**config.mk**
```make
export PLATFORM = sky130hd
export DESIGN_NAME = div_iter
export DESIGN_NICKNAME = d
export VERILOG_FILES = /design/src/rtl/div_iter_pkg.sv /design/src/rtl/div_iter_step.sv /design/src/rtl/div_iter.sv
export SDC_FILE = /design/constraint.sdc
export NUM_CORES = 1
export LEC_CHECK = 0
export CORE_MARGIN = 1.5
export CORE_UTILIZATION = 58
export DETAILED_ROUTE_END_ITERATION = 7
export PLACE_DENSITY = 0.79
export SLEW_MARGIN = 30
export SYNTH_ARGS = -nofsm -noshare
export SYNTH_HDL_FRONTEND = slang
export SYNTH_SLANG_ARGS = --single-unit
export TNS_END_PERCENT = 1
```
**constraint.sdc**
```tcl
create_clock -name clk -period 9.3 [get_ports clk]
set_input_delay 1.395 -clock clk [delete_from_list [all_inputs] [get_ports clk]]
set_output_delay 1.395 -clock clk [all_outputs]
set_load 0.03 [all_outputs]
```
**src/rtl/div_iter_pkg.sv**
```systemverilog
// rtl/div_iter_pkg.sv - shared types and constants for the iterative divider
package div_iter_pkg;

    typedef enum logic [1:0] {
        DIV_IDLE,
        DIV_BUSY,
        DIV_DONE
    } div_state_t;

    localparam int DIV_CYCLES = 32;

endpackage

```
**src/rtl/div_iter_step.sv**
```systemverilog
// rtl/div_iter_step.sv - one combinational restoring shift-subtract step
module div_iter_step
    import div_iter_pkg::*;
#(
    parameter int WIDTH = DIV_CYCLES
) (
    input  logic [WIDTH-1:0] rem_in,
    input  logic [WIDTH-1:0] q_in,
    input  logic [WIDTH-1:0] divisor,
    output logic [WIDTH-1:0] rem_out,
    output logic [WIDTH-1:0] q_out
);

    // q_in carries unconsumed dividend bits at the top and quotient bits at the bottom
    logic [WIDTH:0] shifted;

    always_comb begin
        shifted = {rem_in, q_in[WIDTH-1]};
        if (shifted >= {1'b0, divisor}) begin
            rem_out = shifted[WIDTH-1:0] - divisor;
            q_out   = {q_in[WIDTH-2:0], 1'b1};
        end else begin
            rem_out = shifted[WIDTH-1:0];
            q_out   = {q_in[WIDTH-2:0], 1'b0};
        end
    end

endmodule

```
**src/rtl/div_iter.sv**
```systemverilog
// rtl/div_iter.sv - multi-cycle radix-2 restoring divider for DIV/DIVU in the E stage
module div_iter
    import div_iter_pkg::*;
#(
    parameter int WIDTH = DIV_CYCLES
) (
    input  logic             clk,
    input  logic             rst,
    input  logic             div_en,
    input  logic             div_signed,
    input  logic [WIDTH-1:0] src_a,
    input  logic [WIDTH-1:0] src_b,
    input  logic             e_stall,
    input  logic             e_flush,
    output logic             div_ready,
    output logic [WIDTH-1:0] quotient,
    output logic [WIDTH-1:0] remainder,
    output logic             busy
);

    localparam int CW = $clog2(WIDTH);
    localparam logic [CW-1:0] LAST = CW'(WIDTH - 1);

    div_state_t       state, state_next;
    logic [CW-1:0]    count;
    logic [WIDTH-1:0] rem_q, dq_q, divisor_q;
    logic [WIDTH-1:0] rem_step, dq_step;
    logic [WIDTH-1:0] a_abs, b_abs;
    logic             neg_quo, neg_rem;
    logic             start, finish;

    assign a_abs  = (div_signed && src_a[WIDTH-1]) ? -src_a : src_a;
    assign b_abs  = (div_signed && src_b[WIDTH-1]) ? -src_b : src_b;
    assign start  = (state == DIV_IDLE) && (state_next == DIV_BUSY);
    assign finish = (state == DIV_BUSY) && (state_next == DIV_DONE);

    div_iter_step #(.WIDTH(WIDTH)) u_step (
        .rem_in  (rem_q),
        .q_in    (dq_q),
        .divisor (divisor_q),
        .rem_out (rem_step),
        .q_out   (dq_step)
    );

    always_ff @(posedge clk or posedge rst) begin
        if (rst) state <= DIV_IDLE;
        else     state <= state_next;
    end

    // Flush wins everywhere; losing div_en mid-iteration is treated as an abort
    always_comb begin
        state_next = state;
        if (e_flush) begin
            state_next = DIV_IDLE;
        end else begin
            case (state)
                DIV_IDLE: if (div_en) state_next = DIV_BUSY;
                DIV_BUSY: begin
                    if (!div_en)            state_next = DIV_IDLE;
                    else if (count == LAST) state_next = DIV_DONE;
                end
                DIV_DONE: if (!e_stall) state_next = DIV_IDLE;
                default:  state_next = DIV_IDLE;
            endcase
        end
    end

    always_comb begin
        div_ready = (state == DIV_DONE);
        busy      = (state == DIV_BUSY);
    end

    always_ff @(posedge clk or posedge rst) begin
        if (rst) begin
            count     <= '0;
            rem_q     <= '0;
            dq_q      <= '0;
            divisor_q <= '0;
            neg_quo   <= 1'b0;
            neg_rem   <= 1'b0;
            quotient  <= '0;
            remainder <= '0;
        end else begin
            if (start) begin
                rem_q     <= '0;
                dq_q      <= a_abs;
                divisor_q <= b_abs;
                neg_quo   <= div_signed & (src_a[WIDTH-1] ^ src_b[WIDTH-1]);
                neg_rem   <= div_signed & src_a[WIDTH-1];
            end else if (state == DIV_BUSY && state_next != DIV_IDLE) begin
                rem_q <= rem_step;
                dq_q  <= dq_step;
            end

            if (state == DIV_BUSY && state_next == DIV_BUSY) count <= count + 1'b1;
            else                                             count <= '0;

            if (finish) begin
                quotient  <= neg_quo ? -dq_step : dq_step;
                remainder <= neg_rem ? -rem_step : rem_step;
            end
        end
    end

endmodule

```
==> impl_metrics.csv, run 1 <==
group,metric,value,unit
worst_setup_path,crit_fanout,46,
route,drt-vias-per-instance,6.16,
timing,finalSetupTns,0,ns
worst_hold_path,hold_path_class,"reg2reg",
yosys,yosysSeqAreaShare,35.6,%
worst_setup_path,critPathLaunch,"rem_q[19]",
yosys,syn_inst,1445,
clocking,cts.sinks,169,
global_route,grt_busiest_layer,"met1",
power_and_ir_drop,leakage,0.00591,uW
worst_setup_path,cp.arrival,5.78,ns
worst_setup_path,regToRegStartpoint,"rem_q[19]",
yosys,async_reset_ff_share,100,%
worst_setup_path,worst_ep_required_time,9.60,ns
clocking,ctsHoldBuffers,0,
die,initial_core_util,59.0,%
global_route,track_usage,31.3,%
die,die_width,146,um
die,die_h,146,um
timing,hold_ws,0.474,ns
yosys,synth_area_leaders,"dfrtp_1 (36%), o21ai_0 (8.2%), nand2_1 (6.8%)",
route,drtIter0Drc,1165,
power_and_ir_drop,p_per_area,181,mW/mm^2
cells_and_area,fin_nets,1632,
die,core_area,0.0202,mm^2
die,rows,52,
route,totalWireLength,33100,um
cells_and_area,synthToLayoutAreaGrowth,17.3,%
clocking,cts_root_buf,"clkbuf_16",
route,ant_nets,0,
route,wl_per_cell,18.3,um
global_route,antenna_found_initial,0,
route,vias,11128,
route,dr.pass1.iters,6,
worst_setup_path,worstSetupStartpointType,"register",
yosys,yosysTopAreaCellShare,35.6,%
worst_hold_path,worstHoldStart,"remainder[4]",
timing,min_period_over_period,58.9,%
die,design.die.area,0.0214,mm^2
timing,fin_crit,5.48,ns
timing,setup_viol,0,
placed_design,io_buffers,135,
global_route,grt_pass1_wl,53900,um
global_route,grt_overflow,0,
global_route,grt_pass1_vias,10191,
global_route,met2_usage,46.5,%
worst_setup_path,cp-end-kind,"register",
global_route,use_met1,47.6,%
cells_and_area,fillers,1750,
timing,rsz0062_at_grt,"no",
yosys,syn_nets,1554,
cells_and_area,seqCellArea,0.00423,mm^2
flow_run,cap_violations,0,
cells_and_area,multiInputGateArea,0.00714,mm^2
placed_design,dp_hpwl,24700,um
yosys,syn_avg_cell_area,8.23,um^2
clocking,cts_made_buffers,17,
clocking,cts.clk_slew.worst_paths,0.07,ns
placed_design,gp_congestion,0.967,
clocking,cts_setup_buffers,0,
clocking,htreeDepth,4,
timing,hold_viol_final,0,
timing,worstMarginPinSlew,1.04,ns
yosys,yosysTopAreaCell,"dfrtp_1",
timing,fin_worst_skew,0.00878,ns
timing,slew_headroom,30.2,%
yosys,ys_ff_latch,169,
yosys,synth_edf_count,0,
cells_and_area,final_cell_mix,"nand2_1 (216), o21ai_0 (195), dfrtp_1 (168)",
yosys,synth_warnings,0,
global_route,grtUsageMet3,4.53,%
clocking,cts_resized,0,
timing,maxSlewViolCount,0,
clocking,cts_tree,"done",
cells_and_area,layout-drive-gt1-share,4.95,%
yosys,ys.flop_type,"dfrtp_1",
clocking,clock_path_buffers,2,
yosys,synthDistinctLibCells,79,
global_route,grt_start_max_net_pins,97,
yosys,syn_area,0.0119,mm^2
power_and_ir_drop,vdd.ir_drop.worst,0.120,mV
die,ioPinCount,136,
cells_and_area,num_antenna_cells,0,
route,drc,0,
cells_and_area,layout_commonest_cell,"nand2_1",
run_status,status,"complete, no violations",
clocking,clock_latency,0.44,ns
worst_setup_path,critPathKind,"reg2reg",
timing,clock.fmax,183,MHz
## state kept, by name, indices dropped and copies added, names as in the netlist
register / count
neg_rem: 1
neg_quo: 1
state: 2
remainder: 32
quotient: 32
rem_q: 32
dq_q: 32
count: 5
divisor_q: 32
## power by group
group / switching, uW / internal [uW] / total [uW] / leakage (uW)
Sequential: 96.3 / 846 / 942 / 0.00222
Combinational: 511 / 326 / 837 / 0.00339
Clock: 330 / 420 / 750 / 0.000294
## cells by family after synthesis
kind of cell / Yosys count / synth area share [%]
AND/OR/NAND/NOR: 480 / 18.9
AO/OA/AOI/OAI: 451 / 24.0
flip-flops: 169 / 35.6
XOR/XNOR: 139 / 10.2
buffers and inverters: 137 / 4.48
adder cells (fa/ha/maj): 39 / 4.17
multiplexers: 30 / 2.58
## synthesized netlist by cell type (5+ instances only)
library cell	count
and2_1	5
xnor2_1	66
mux2_2	5
and3_1	6
ha_1	38
clkbuf_1	74
o31ai_1	23
o21ai_1	8
a211oi_1	7
dfrtp_1	169
a21o_1	13
o41ai_1	17
a21oi_1	81
or3_1	17
nand2b_1	12
a31oi_1	7
o21a_1	5
mux2i_1	25
nand2_1	216
or4_1	9
nand3b_1	8
a211o_1	6
buf_2	6
o21ai_0	195
nor4_1	16
nor2_1	78
or2_2	9
inv_1	51
nand3_1	30
nor3_1	36
xor2_1	73
o211ai_1	6
nand4_1	19
a22oi_1	33
## path summary, 6_finish.rpt
path / to / slack [ns] / cells past startpoint
max in group asynchronous: divisor_q[17] / 6.66 / 3
min in group asynchronous: count[2] / 1.48 / 2
setup reg to reg: remainder[30] / 3.82 / 17
hold / removal: remainder[4] / 0.47 / 2
hold reg to reg: remainder[4] / 0.47 / 2
setup / recovery: remainder[30] / 3.82 / 17
## per-layer routing
metal / vias up / wire length, um / part of all wire, %
li1: 5344 / - / -
met4: 0 / 687 / 2.1
met5: - / 0 / 0
met1: 5217 / 15500 / 47
met2: 505 / 14200 / 43
met3: 62 / 2660 / 8.0
## stage by stage
step	worst slack (ns)	cells	utilization [%]	power, uW	area [um^2]
floorplan	3.33	1445	-	1480	11900
global placement	4.17	1774	66.1	1760	13300
detailed placement	3.97	1774	66.1	1780	13300
CTS	3.93	1806	69.1	2520	13900
global route	3.49	1806	69.1	2650	13900
finish	3.82	1806	69.1	2530	13900
## final cells by class
type	count	area share (%)
Clock buffer	20	3.28
Clock inverter	12	1.13
Inverter	52	1.45
Multi-Input combinational cell	1139	51.2
Sequential cell	169	30.3
Tap cell	270	2.42
Timing Repair Buffer	144	10.2
## worst max-delay path, cell delays in order, from the launching register on
cell,delay (ns)
dfrtp_1,0.42
ha_1,0.42
a21oi_1,0.31
o21ai_1,0.22
a221oi_1,0.36
and3_1,0.44
nand2_8,0.32
inv_4,0.42
mux2i_1,0.34
ha_1,0.26
nand2_1,0.10
or4_1,0.44
a211oi_1,0.28
nand3_1,0.16
a32o_1,0.30
o41ai_1,0.31
xnor2_1,0.17
o21ai_1,0.07
No activity file was read; power rests on OpenSTA's default activity.
==> run 2: changes to the inputs <==
- CORE_UTILIZATION: 58 -> 52
- PLACE_DENSITY: 0.79 -> 0.75
- clock period: 9.3 -> 4.6 ns (I/O delays scaled with it)
==> impl_metrics.csv, run 2 (synthesized netlist as in run 1, its figures left out) <==
group,metric,value,unit
global_route,grt_start_max_net_pins,170,
placed_design,io_buffers,135,
clocking,clock_path_buffers,2,
global_route,grt_pass1_vias,10415,
cells_and_area,fin_nets,1679,
clocking,clock_latency,0.44,ns
timing,fin_crit,4.38,ns
route,vias,11407,
worst_setup_path,critPathKind,"reg2reg",
worst_setup_path,cp.arrival,4.69,ns
die,initial_core_util,52.7,%
route,wl_per_cell,19.1,um
flow_run,cap_violations,0,
placed_design,gp_congestion,0.958,
worst_hold_path,hold_path_class,"reg2reg",
clocking,ctsHoldBuffers,0,
clocking,cts_made_buffers,17,
die,die_h,154,um
die,ioPinCount,136,
timing,worstMarginPinSlew,0.794,ns
worst_setup_path,worst_ep_required_time,4.91,ns
die,design.die.area,0.0238,mm^2
die,rows,55,
route,totalWireLength,35800,um
cells_and_area,layout-drive-gt1-share,8.53,%
run_status,status,"complete, no violations",
power_and_ir_drop,p_per_area,362,mW/mm^2
clocking,cts_root_buf,"clkbuf_16",
global_route,track_usage,30.4,%
worst_setup_path,cpMaxStageDelayCell,"dfrtp_1",
timing,setup_ws,0.217,ns
worst_setup_path,worstSetupStartpointType,"register",
cells_and_area,layout_commonest_cell,"nand2_1",
route,drc,0,
power_and_ir_drop,vdd.ir_drop.worst,0.236,mV
route,drtIter0Drc,1288,
clocking,cts.sinks,169,
global_route,grt_pass1_wl,57300,um
route,drt-vias-per-instance,6.11,
route,ant_nets,0,
timing,min_period_over_period,95.3,%
global_route,antenna_found_initial,0,
worst_setup_path,crit_fanout,8,
worst_setup_path,cp-end-kind,"register",
timing,maxSlewViolCount,0,
cells_and_area,num_antenna_cells,0,
timing,rsz0062_at_grt,"no",
global_route,grt_overflow,0,
worst_setup_path,critPathBufInv,1,
timing,slew_headroom,46.7,%
timing,hold_viol_final,0,
timing,fin_worst_skew,0.0157,ns
placed_design,dp_hpwl,27200,um
worst_setup_path,crit_chain,"ha_1 > nand4_1 > nor3_1 > nand3_1 > and3_1 > nand2_8 > inv_4 > mux2i_2 > ha_2 > nand2_1 > or4_1 > a211oi_2 > a21o_1 > nand3_1 > o21ai_0 > xnor2_1 > o21ai_0",
clocking,cts.clk_slew.worst_paths,0.08,ns
timing,finalSetupTns,0,ns
worst_setup_path,slowest_delay,0.47,ns
timing,clock.fmax,228,MHz
worst_setup_path,crit_family,"simple AND/OR/NAND/NOR gates",
die,die_width,154,um
clocking,htreeDepth,4,
cells_and_area,synthToLayoutAreaGrowth,21.2,%
die,core_area,0.0226,mm^2
placed_design,pre_cts_ws,0.114,ns
clocking,cts_tree,"done",
timing,setup_viol,0,
route,dr.pass1.iters,6,
cells_and_area,fin_util,63.9,%
power_and_ir_drop,leakage,0.00615,uW
cells_and_area,final_cell_mix,"nand2_1 (216), o21ai_0 (195), dfrtp_1 (168)",
[run 2: changes by cell type in the layout (fill, tap and decap cells not counted), moves of 2 or more]
cell / previous run / this run
clkinv_8: 1 / 4
ha_2: 0 / 3
buf_4: 8 / 52
clkbuf_8: 2 / 0
buf_12: 0 / 2
ha_1: 38 / 35
[run 2: layer usage]
layer	track usage [%]	vias to the layer above	routed length, um
met4	5.92	0	430
met5	0	-	0
li1	-	5440	-
met1	47.8	5388	16900
met2	43.6	543	15000
met3	5.38	36	3420
[run 2: through the flow]
| stage | instances | cell area (um^2) | hold WS, ns | power [uW] |
|---|---|---|---|---|
| final | 1868 | 14400 | 0.469 | 5220 |
| after global routing | 1868 | 14400 | 0.495 | 5480 |
| after CTS | 1866 | 14300 | 0.470 | 5190 |
| after detailed placement | 1834 | 13700 | 0.454 | 3690 |
| after global placement | 1834 | 13700 | 0.449 | 3670 |
| after floorplan | 1445 | 11900 | 0.431 | 2990 |
[run 2: cell type report]
class,instances,area (um^2)
multi-input combinational,1139,7190
tap,285,357
sequential,169,4230
fill,2026,8150
timing repair buffer,191,1820
clock buffer,17,425
inverter,52,201
clock inverter,15,196
[run 2: path summary, 6_finish.rpt]
| kind | to | startpoint | depth (start not counted) | slack, ns |
|---|---|---|---|---|
| hold / removal | count[0] | count[0] | 1 | 0.47 |
| hold reg to reg | count[0] | count[0] | 1 | 0.47 |
| max in group asynchronous | divisor_q[15] | rst | 4 | 3.10 |
| setup reg to reg | remainder[20] | rem_q[10] | 17 | 0.22 |
| min in group asynchronous | count[1] | rst | 3 | 0.68 |
| setup / recovery | remainder[20] | rem_q[10] | 17 | 0.22 |
[run 2: what timing repair did]
action / CTS / global route
setup buffers: 0 / 1
resized for setup: 0 / 11
endpoints found under the setup margin: 0 / 12
[run 2: power by group]
group	internal, uW	leakage [uW]	switching, uW
clock network	790	0.000299	729
logic	711	0.00363	1080
registers	1710	0.00222	199
total	3210	0.00615	2010
==> run 3: changes to the inputs <==
- RECOVER_POWER: unset -> 25
==> impl_metrics.csv, run 3 (synthesized netlist as in run 1, its figures left out) <==
group,metric,value,unit
timing,fin_crit,4.38,ns
global_route,grt_pass1_wl,57300,um
global_route,track_usage,30.4,%
timing,hold_viol_final,0,
die,design.die.area,0.0238,mm^2
timing,min_period_over_period,95.2,%
clocking,cts.sinks,169,
worst_hold_path,worstHoldStart,"count[0]",
route,dr.pass1.iters,5,
run_status,status,"finished with violations",
flow_run,cap_violations,1,
cells_and_area,final_cell_mix,"nand2_1 (216), o21ai_0 (195), dfrtp_1 (168)",
route,vias,11406,
cells_and_area,fin_util,63.8,%
timing,setup_viol,0,
worst_setup_path,ff2ff_path_depth,17,
run_status,violations,"max-capacitance violations, max-slew violations",
cells_and_area,layout-drive-gt1-share,8.53,%
worst_setup_path,cp_num_cells,17,
route,drtIter0Drc,1288,
power_and_ir_drop,leakage,0.00614,uW
worst_setup_path,cpMaxStageDelayCell,"dfrtp_1",
worst_setup_path,regToRegStartpoint,"rem_q[10]",
route,wl_per_cell,19.1,um
power_and_ir_drop,p_per_area,362,mW/mm^2
clocking,clock_latency,0.44,ns
global_route,antenna_found_initial,0,
route,totalWireLength,35700,um
cells_and_area,layout_commonest_cell,"nand2_1",
worst_setup_path,slowest_delay,0.47,ns
route,ant_nets,0,
die,initial_core_util,52.7,%
worst_hold_path,hold_path_depth,1,
worst_setup_path,worst_ep_required_time,4.91,ns
worst_setup_path,cp.arrival,4.69,ns
worst_setup_path,worstSetupStartpointType,"register",
clocking,cts_made_buffers,17,
timing,setup_ws,0.220,ns
cells_and_area,num_antenna_cells,0,
placed_design,gp_congestion,0.958,
global_route,grt_overflow,0,
global_route,grt_start_max_net_pins,170,
placed_design,io_buffers,135,
clocking,cts_tree,"done",
global_route,grt_pass1_vias,10415,
worst_setup_path,critPathKind,"reg2reg",
timing,hold_ws,0.469,ns
cells_and_area,fin_nets,1679,
timing,maxSlewViolCount,99,
timing,clock.fmax,228,MHz
timing,rsz0062_at_grt,"no",
worst_setup_path,rr_endpoint,"remainder[20]",
clocking,htreeDepth,4,
worst_setup_path,crit_fanout,8,
clocking,cts.clk_slew.worst_paths,0.08,ns
timing,worstMarginPinSlew,2.38,ns
die,rows,55,
timing,slew_headroom,-58.9,%
worst_setup_path,cp-end-kind,"register",
placed_design,pre_cts_ws,0.114,ns
worst_hold_path,hold_path_class,"reg2reg",
route,drc,0,
clocking,cts_root_buf,"clkbuf_16",
die,ioPinCount,136,
die,die_width,154,um
clocking,clock_path_buffers,2,
cells_and_area,synthToLayoutAreaGrowth,21.1,%
worst_setup_path,crit_family,"simple AND/OR/NAND/NOR gates",
route,drt-vias-per-instance,6.11,
timing,fin_worst_skew,0.0157,ns
die,core_area,0.0226,mm^2
worst_setup_path,crit_chain,"ha_1 > nand4_1 > nor3_1 > nand3_1 > and3_1 > nand2_8 > inv_4 > mux2i_2 > ha_2 > nand2_1 > or4_1 > a211oi_2 > a21o_1 > nand3_1 > o21ai_0 > xnor2_1 > o21ai_0",
worst_hold_path,hold_end,"count[0]",
worst_setup_path,critPathBufInv,1,
placed_design,dp_hpwl,27200,um
power_and_ir_drop,vdd.ir_drop.worst,0.236,mV
die,die_h,154,um
worst_setup_path,r2r_slack,0.22,ns
-- run 3: timing repair --
| action | 4_1_cts | 5_1_grt |
|---|---|---|
| hold buffers | 0 | 0 |
| buffers inserted | 0 | 1 |
| endpoints found under the setup margin | 0 | 12 |
| resized for setup | 0 | 11 |
-- run 3: area by class of cell --
cell class / count / area, um^2
sequential: 169 / 4230
clock inverter: 15 / 196
multi-input combinational: 1139 / 7190
inverter: 52 / 201
timing repair buffer: 191 / 1800
fill: 2029 / 8180
clock buffer: 17 / 425
tap: 285 / 357
-- run 3: routing by layer --
layer	vias up	GRT usage [%]	part of all wire, %
li1	5441	-	-
met1	5382	47.8	47
met2	545	43.6	42
met3	38	5.38	9.6
met4	0	5.92	1.2
met5	-	0	0
-- run 3: worst max-delay path by stage --
stage / from / to / slack, ns
after global routing: rem_q[15] / remainder[20] / 0.01
after detailed placement: rem_q[7] / remainder[30] / 0.11
after CTS: rem_q[7] / remainder[30] / 0.1
after global placement: rem_q[7] / remainder[30] / 0.25
after floorplan: rem_q[6] / remainder[30] / -0.16
final: rem_q[10] / remainder[20] / 0.22
-- run 3: report_power, final --
group	total, uW	switching, uW	leakage, uW	internal [uW]
Sequential	1910	199	0.00222	1710
Clock	1520	729	0.000299	790
Combinational	1790	1080	0.00362	709
-- run 3: per-stage QoR --
step	power [uW]	cells	cell area, um^2	setup TNS [ns]
6_report	5220	1868	14400	0
5_1_grt	5480	1868	14400	0
4_1_cts	5190	1866	14300	0
3_5_place_dp	3690	1834	13700	0
3_3_place_gp	3670	1834	13700	0
2_1_floorplan	2990	1445	11900	-0.164
